==> config.mk <==
export PLATFORM = sky130hd
export DESIGN_NAME = awgn_stats_monitor
export DESIGN_NICKNAME = d
export VERILOG_FILES = /design/src/rtl/awgn_pkg.sv /design/src/rtl/awgn_stats_monitor_sq_acc.sv /design/src/rtl/awgn_stats_monitor.sv
export SDC_FILE = /design/constraint.sdc
export NUM_CORES = 1
export LEC_CHECK = 0
export ABC_AREA = 1
export CAP_MARGIN = 10
export CELL_PAD_IN_SITES_DETAIL_PLACEMENT = 2
export CELL_PAD_IN_SITES_GLOBAL_PLACEMENT = 2
export CORE_MARGIN = 4
export CORE_UTILIZATION = 37
export DETAILED_ROUTE_END_ITERATION = 10
export HOLD_SLACK_MARGIN = 0.06
export PLACE_DENSITY_LB_ADDON = 0.1
export SETUP_SLACK_MARGIN = 0.4
export SYNTH_ARGS = -nofsm -noshare
export SYNTH_HDL_FRONTEND = slang
export SYNTH_SLANG_ARGS = --single-unit
export TNS_END_PERCENT = 10
==> constraint.sdc <==
create_clock -name clock -period 9.4 [get_ports clock]
set_clock_uncertainty 0.1 [all_clocks]
set_input_delay 1.88 -clock clock [delete_from_list [all_inputs] [get_ports clock]]
set_output_delay 1.88 -clock clock [all_outputs]
set_load 0.005 [all_outputs]
==> src/rtl/awgn_pkg.sv <==
// -----------------------------------------------------------------------------
// awgn_pkg
// Shared constants and types for the AWGN statistics monitor.
//   AWGN_SAMPLE_W : width of one noise sample (two's complement)
//   AWGN_LOG2_N   : default log2 of the measurement window length
//   AWGN_SUM_W    : width of the window sum at the default window length
//   AWGN_SQ_W     : width of the window sum of squares at the default length
//   state_t       : measurement FSM states
// -----------------------------------------------------------------------------
package awgn_pkg;

    localparam int AWGN_SAMPLE_W = 16;
    localparam int AWGN_LOG2_N   = 10;
    localparam int AWGN_SUM_W    = AWGN_SAMPLE_W + AWGN_LOG2_N;
    localparam int AWGN_SQ_W     = 2 * AWGN_SAMPLE_W + AWGN_LOG2_N;

    typedef enum logic [1:0] {
        IDLE  = 2'd0,
        ACCUM = 2'd1,
        FLUSH = 2'd2,
        DONE  = 2'd3
    } state_t;

endpackage

==> src/rtl/awgn_stats_monitor_sq_acc.sv <==
// -----------------------------------------------------------------------------
// awgn_sq_acc
// Two-stage square-and-accumulate pipe for the statistics monitor.
//   clock, reset : system clock, synchronous active-high reset
//   clear        : zero the accumulator and drop anything in flight
//   in_valid     : sample_in is to be squared and accumulated
//   sample_in    : signed sample
//   sumsq        : running unsigned sum of squares
//   idle         : no sample is still travelling through the pipe
// Stage 1 holds the sample, stage 2 its square, and the accumulator absorbs
// stage 2 one edge later, so a sample reaches sumsq two edges after entry.
// -----------------------------------------------------------------------------
module awgn_sq_acc
    import awgn_pkg::*;
#(
    parameter int SAMPLE_W = AWGN_SAMPLE_W,
    parameter int LOG2_N   = AWGN_LOG2_N
) (
    input  logic                           clock,
    input  logic                           reset,
    input  logic                           clear,
    input  logic                           in_valid,
    input  logic signed [SAMPLE_W-1:0]     sample_in,
    output logic [2*SAMPLE_W+LOG2_N-1:0]   sumsq,
    output logic                           idle
);

    logic signed [SAMPLE_W-1:0]   stage1;
    logic                         stage1_valid;
    logic [2*SAMPLE_W-1:0]        stage2;
    logic                         stage2_valid;
    logic signed [2*SAMPLE_W-1:0] stage1_ext;
    logic signed [2*SAMPLE_W-1:0] square;

    // Square is at most 2^30 for -32768, so the full-width product's low
    // 2*SAMPLE_W bits are exact and always non-negative.
    assign stage1_ext = $signed({{SAMPLE_W{stage1[SAMPLE_W-1]}}, stage1});
    assign square     = stage1_ext * stage1_ext;
    assign idle       = !stage1_valid && !stage2_valid;

    // Pipeline registers and accumulator.
    always_ff @(posedge clock) begin
        if (reset || clear) begin
            stage1       <= '0;
            stage1_valid <= 1'b0;
            stage2       <= '0;
            stage2_valid <= 1'b0;
            sumsq        <= '0;
        end else begin
            stage1_valid <= in_valid;
            if (in_valid) begin
                stage1 <= sample_in;
            end
            stage2_valid <= stage1_valid;
            if (stage1_valid) begin
                stage2 <= $unsigned(square);
            end
            if (stage2_valid) begin
                sumsq <= sumsq + {{LOG2_N{1'b0}}, stage2};
            end
        end
    end

endmodule

==> src/rtl/awgn_stats_monitor.sv <==
// -----------------------------------------------------------------------------
// awgn_stats_monitor
// Measures mean and mean power of a signed noise stream over a window of
// 2^LOG2_N accepted samples, and optionally the peak magnitude.
//   clock, reset  : system clock, synchronous active-high reset
//   start         : pulse to arm a new window (ignored while measuring)
//   sample_in     : signed noise sample, sample_valid qualifies it
//   busy          : a window is being measured or drained
//   done          : results valid, held until the next accepted start
//   sum_out       : signed window sum
//   sumsq_out     : unsigned window sum of squares
//   mean_out      : floor(sum / N)
//   power_out     : sumsq / N
//   max_abs_out   : peak |sample| (0 unless the peak feature is built)
// Build option: define AWGN_STATS_PEAK_EN to include peak-magnitude tracking.
// -----------------------------------------------------------------------------
module awgn_stats_monitor
    import awgn_pkg::*;
#(
    parameter int SAMPLE_W = AWGN_SAMPLE_W,
    parameter int LOG2_N   = AWGN_LOG2_N
) (
    input  logic                                clock,
    input  logic                                reset,
    input  logic                                start,
    input  logic signed [SAMPLE_W-1:0]          sample_in,
    input  logic                                sample_valid,
    output logic                                busy,
    output logic                                done,
    output logic signed [SAMPLE_W+LOG2_N-1:0]   sum_out,
    output logic [2*SAMPLE_W+LOG2_N-1:0]        sumsq_out,
    output logic signed [SAMPLE_W-1:0]          mean_out,
    output logic [2*SAMPLE_W-1:0]               power_out,
    output logic [SAMPLE_W-1:0]                 max_abs_out
);

    localparam int                SUM_W    = SAMPLE_W + LOG2_N;
    localparam int                SQ_W     = 2 * SAMPLE_W + LOG2_N;
    localparam logic [LOG2_N-1:0] LAST_IDX = '1;

    state_t                  state;
    state_t                  next_state;
    logic [LOG2_N-1:0]       sample_cnt;
    logic signed [SUM_W-1:0] sum_acc;
    logic [SQ_W-1:0]         sumsq_acc;
    logic                    pipe_idle;
    logic                    arm;
    logic                    accept;
    logic                    capture;

    assign arm     = start && (state == IDLE || state == DONE);
    assign accept  = sample_valid && (state == ACCUM);
    // The squaring pipe drains two edges after the last accept; the results
    // are captured on the following edge, once sumsq has absorbed it.
    assign capture = (state == FLUSH) && pipe_idle;

    assign busy = (state == ACCUM) || (state == FLUSH);
    assign done = (state == DONE);

    // State register.
    always_ff @(posedge clock) begin
        if (reset) begin
            state <= IDLE;
        end else begin
            state <= next_state;
        end
    end

    // Next-state logic; a window closes when the counter wraps to zero.
    always_comb begin
        next_state = state;
        case (state)
            IDLE, DONE: if (start) next_state = ACCUM;
            ACCUM:      if (accept && sample_cnt == LAST_IDX) next_state = FLUSH;
            FLUSH:      if (pipe_idle) next_state = DONE;
            default:    next_state = IDLE;
        endcase
    end

    // Sample counter, running sum and result registers.
    always_ff @(posedge clock) begin
        if (reset) begin
            sample_cnt <= '0;
            sum_acc    <= '0;
            sum_out    <= '0;
            sumsq_out  <= '0;
            mean_out   <= '0;
            power_out  <= '0;
        end else begin
            if (arm) begin
                sample_cnt <= '0;
                sum_acc    <= '0;
            end else if (accept) begin
                sample_cnt <= sample_cnt + 1'b1;
                sum_acc    <= sum_acc + {{LOG2_N{sample_in[SAMPLE_W-1]}}, sample_in};
            end
            // Dropping the low LOG2_N bits of a two's complement value is a
            // floor division by N, which is the intended mean rounding.
            if (capture) begin
                sum_out   <= sum_acc;
                sumsq_out <= sumsq_acc;
                mean_out  <= sum_acc[SUM_W-1:LOG2_N];
                power_out <= sumsq_acc[SQ_W-1:LOG2_N];
            end
        end
    end

    awgn_sq_acc #(
        .SAMPLE_W (SAMPLE_W),
        .LOG2_N   (LOG2_N)
    ) u_sq_acc (
        .clock     (clock),
        .reset     (reset),
        .clear     (arm),
        .in_valid  (accept),
        .sample_in (sample_in),
        .sumsq     (sumsq_acc),
        .idle      (pipe_idle)
    );

`ifdef AWGN_STATS_PEAK_EN
    logic [SAMPLE_W-1:0] sample_abs;
    logic [SAMPLE_W-1:0] peak;

    // Negating the most negative sample wraps to 1 << (SAMPLE_W-1), which is
    // exactly its magnitude when read as unsigned.
    assign sample_abs = sample_in[SAMPLE_W-1] ? $unsigned(-sample_in) : $unsigned(sample_in);

    // Peak tracking at the accept edge, published with the other results.
    always_ff @(posedge clock) begin
        if (reset) begin
            peak        <= '0;
            max_abs_out <= '0;
        end else begin
            if (arm) begin
                peak <= '0;
            end else if (accept && sample_abs > peak) begin
                peak <= sample_abs;
            end
            if (capture) begin
                max_abs_out <= peak;
            end
        end
    end
`else
    assign max_abs_out = '0;
`endif

endmodule
==> impl_metrics.env <==
export IMPL_crit_required_ns=9.68
export IMPL_ys_warn_count=0
export IMPL_power_density_nw_per_um2=151.1
export IMPL_io_pins=154
export IMPL_fin_crit_sh_pct=76.07
export IMPL_place_area_um2=23350
export IMPL_initial_utilization_pct=37.45
export IMPL_worstSetupStartpointType="register"
export IMPL_hold_buffers=0
export IMPL_synth_top_cell_by_area="fa_1"
export IMPL_wl_per_cell_um=20.23
export IMPL_ys_ff_latch=197
export IMPL_ctsLongestPathBuffers=2
export IMPL_path_class="register to register"
export IMPL_setup_violations=0
export IMPL_preCtsSetupSlack_ns=2.334
export IMPL_drv_slew=0
export IMPL_synth_edf_count=0
export IMPL_cts_tree="yes"
export IMPL_grt_start_max_net_pins=85
export IMPL_via_per_inst=5.049
export IMPL_drcViolationCount=0
export IMPL_syn_area_per_cell_um2=6.924
export IMPL_synthTopCellsByArea="fa_1, dfxtp_1, inv_1"
export IMPL_design_area_um2=23970
export IMPL_cp_end_kind="register"
export IMPL_grt_antenna_before_repair=2
export IMPL_slew_headroom_pct=33.75
export IMPL_vias=19900
export IMPL_port_buffers=137
export IMPL_coreArea_um2=57810
export IMPL_setup_tns_ns=0
export IMPL_cts_setup_buffers=0
export IMPL_worstMarginPinSlew_ns=0.9924
export IMPL_clk_latency_ns=0.50
export IMPL_dieArea_um2=62440
export IMPL_clock_sinks=197
export IMPL_synth_top_flop_cell="dfxtp_1"
export IMPL_p_total_uw=3622
export IMPL_cts_resized_gates=0
export IMPL_grt_pass1_wl_um=126800
export IMPL_wl_um=79720
export IMPL_grt_pass1_vias=23010
export IMPL_synthToLayoutAreaGrowth_pct=10.72
export IMPL_grt_usage_pct=25.69
export IMPL_die_h_um=249.9
export IMPL_final_hold_viol_count=0
export IMPL_cts_buffers=17
export IMPL_async_flop_share_pct=0
export IMPL_ff2ff_path_depth=19
export IMPL_crit_start="u_sq_acc.stage1[15]"
export IMPL_hp_start="u_sq_acc.stage2[3]"
export IMPL_max_freq_mhz=139.9
export IMPL_leakage_uw=0.01261
export IMPL_utilization_pct=41.46
export IMPL_cap_violations=0
export IMPL_worstHoldPathCells=2
export IMPL_nets=3570
export IMPL_grt_ovfl_total=0
export IMPL_synth_top_area_share_pct=22.01
export IMPL_place_gp_congestion=0.9013
export IMPL_fillers=6915
export IMPL_synth_cell_types=44
export IMPL_hold_path_class="register to register"
export IMPL_status="completed"
export IMPL_die_w_um=249.9
export IMPL_arrival_ns=7.43
export IMPL_clk_pin_slew_ns=0.10
export IMPL_min_period_ns=7.150
export IMPL_synth_area_um2=21650
export IMPL_cts_root_buf="clkbuf_16"
export IMPL_firstDrtPassIters=5
export IMPL_fp_row_count=88
export IMPL_rsz0062_at_grt="no"
export IMPL_synth_commonest_cells="inv_1, nand2_1, nor2_1"
export IMPL_worstPathMaxFanout=23
export IMPL_n_antenna_cell=0
export IMPL_ant_nets=0
export IMPL_vdd_drop_max_uv=182.7
export IMPL_yosysSeqAreaShare_pct=18.22
export IMPL_yosysMostFrequentCell="inv_1"
export IMPL_regToRegStartpoint="u_sq_acc.stage1[15]"
export IMPL_dp_hpwl_um=66410
export IMPL_syn_inst=3126
export IMPL_drive_above_1_share_pct=2.865
export IMPL_setup_slack_ns=2.250
export IMPL_htreeDepth=4
export IMPL_first_iter_violations=853
==> final cells by class <==
type,count,area [um^2],share of cell area [%]
Multi-Input combinational cell,2075,14250,59.45
Sequential cell,197,3944,16.46
Inverter,717,2694,11.24
Timing Repair Buffer,155,1506,6.286
Tap cell,765,957.2,3.994
Clock buffer,18,439.2,1.832
Clock inverter,14,177.7,0.7413
==> per-stage QoR <==
stage / std cells / hold WS [ns]
floorplan: 3141 / 0.3396
global placement: 3909 / 0.3522
detailed placement: 3909 / 0.3684
CTS: 3941 / 0.3791
global route: 3941 / 0.3998
finish: 3941 / 0.3750
==> where the power goes <==
part / internal (uW) / switching (uW)
Sequential: 981 / 155
Combinational: 681 / 1010
Clock: 370 / 426
==> layout by cell type (no fill, tap or decap), types with 7 or more instances in the layout <==
cell and n:
clkbuf_16 17, clkdlybuf4s50_1 137, buf_4 18, ha_1 149, xor2_1 45, dfxtp_1 197
a21oi_1 188, xnor2_1 8, o21ai_0 160, o21ai_1 7, conb_1 16, nand2_2 10
inv_1 710, nor3_1 26, nand4_1 33, nand2_1 667, o21bai_1 18, fa_1 238
nand3_1 127, nor2_1 337
==> state kept, by name, indices dropped and copies added, names as in the netlist <==
register               flops
sample_cnt                10
state                      2
sum_acc                   26
sum_out                   26
sumsq_out                 42
u_sq_acc.stage1           16
u_sq_acc.stage1_valid      1
u_sq_acc.stage2           31
u_sq_acc.stage2_valid      1
u_sq_acc.sumsq            42
==> logic make-up after synthesis <==
kind of cell               synth area share [%]
AOI/OAI and AO/OA                         9.335
adders and majority gates                 30.62
and+or+nand+nor                           23.39
other                                   0.01732
buffers and inverters                     16.27
DFF                                       18.22
xor gates and xnor gates                  2.145
==> worst paths after layout <==
path / endpoint / slack [ns]
setup / recovery: u_sq_acc.stage2[22] / 2.25
hold / removal: u_sq_acc.stage2[3] / 0.38
setup reg to reg: u_sq_acc.stage2[22] / 2.25
hold reg to reg: u_sq_acc.stage2[3] / 0.38
==> layer usage <==
metal	up-vias	share of wire (%)	GRT usage (%)
met5	-	0.043	0
met4	4	2.3	6.391
met3	91	2.9	3.595
met2	278	51	47.55
met1	10090	43	31.39
li1	9437	-	-
==> worst max-delay path, cell delays in order, from the launching register on <==
cell      delay, ns
dfxtp_1        0.89
clkinv_1       0.55
or2_2          0.46
fa_1           0.52
fa_1           0.55
fa_1           0.56
fa_1           0.55
fa_1           0.53
fa_1           0.54
inv_1          0.04
ha_1           0.42
nand2_2        0.12
nor2_2         0.20
inv_1          0.08
nor3_1         0.28
nand4_1        0.23
nand4_1        0.15
nand3_1        0.12
nand2_1        0.10
inv_1          0.04
(Power assumes the default switching activity.)
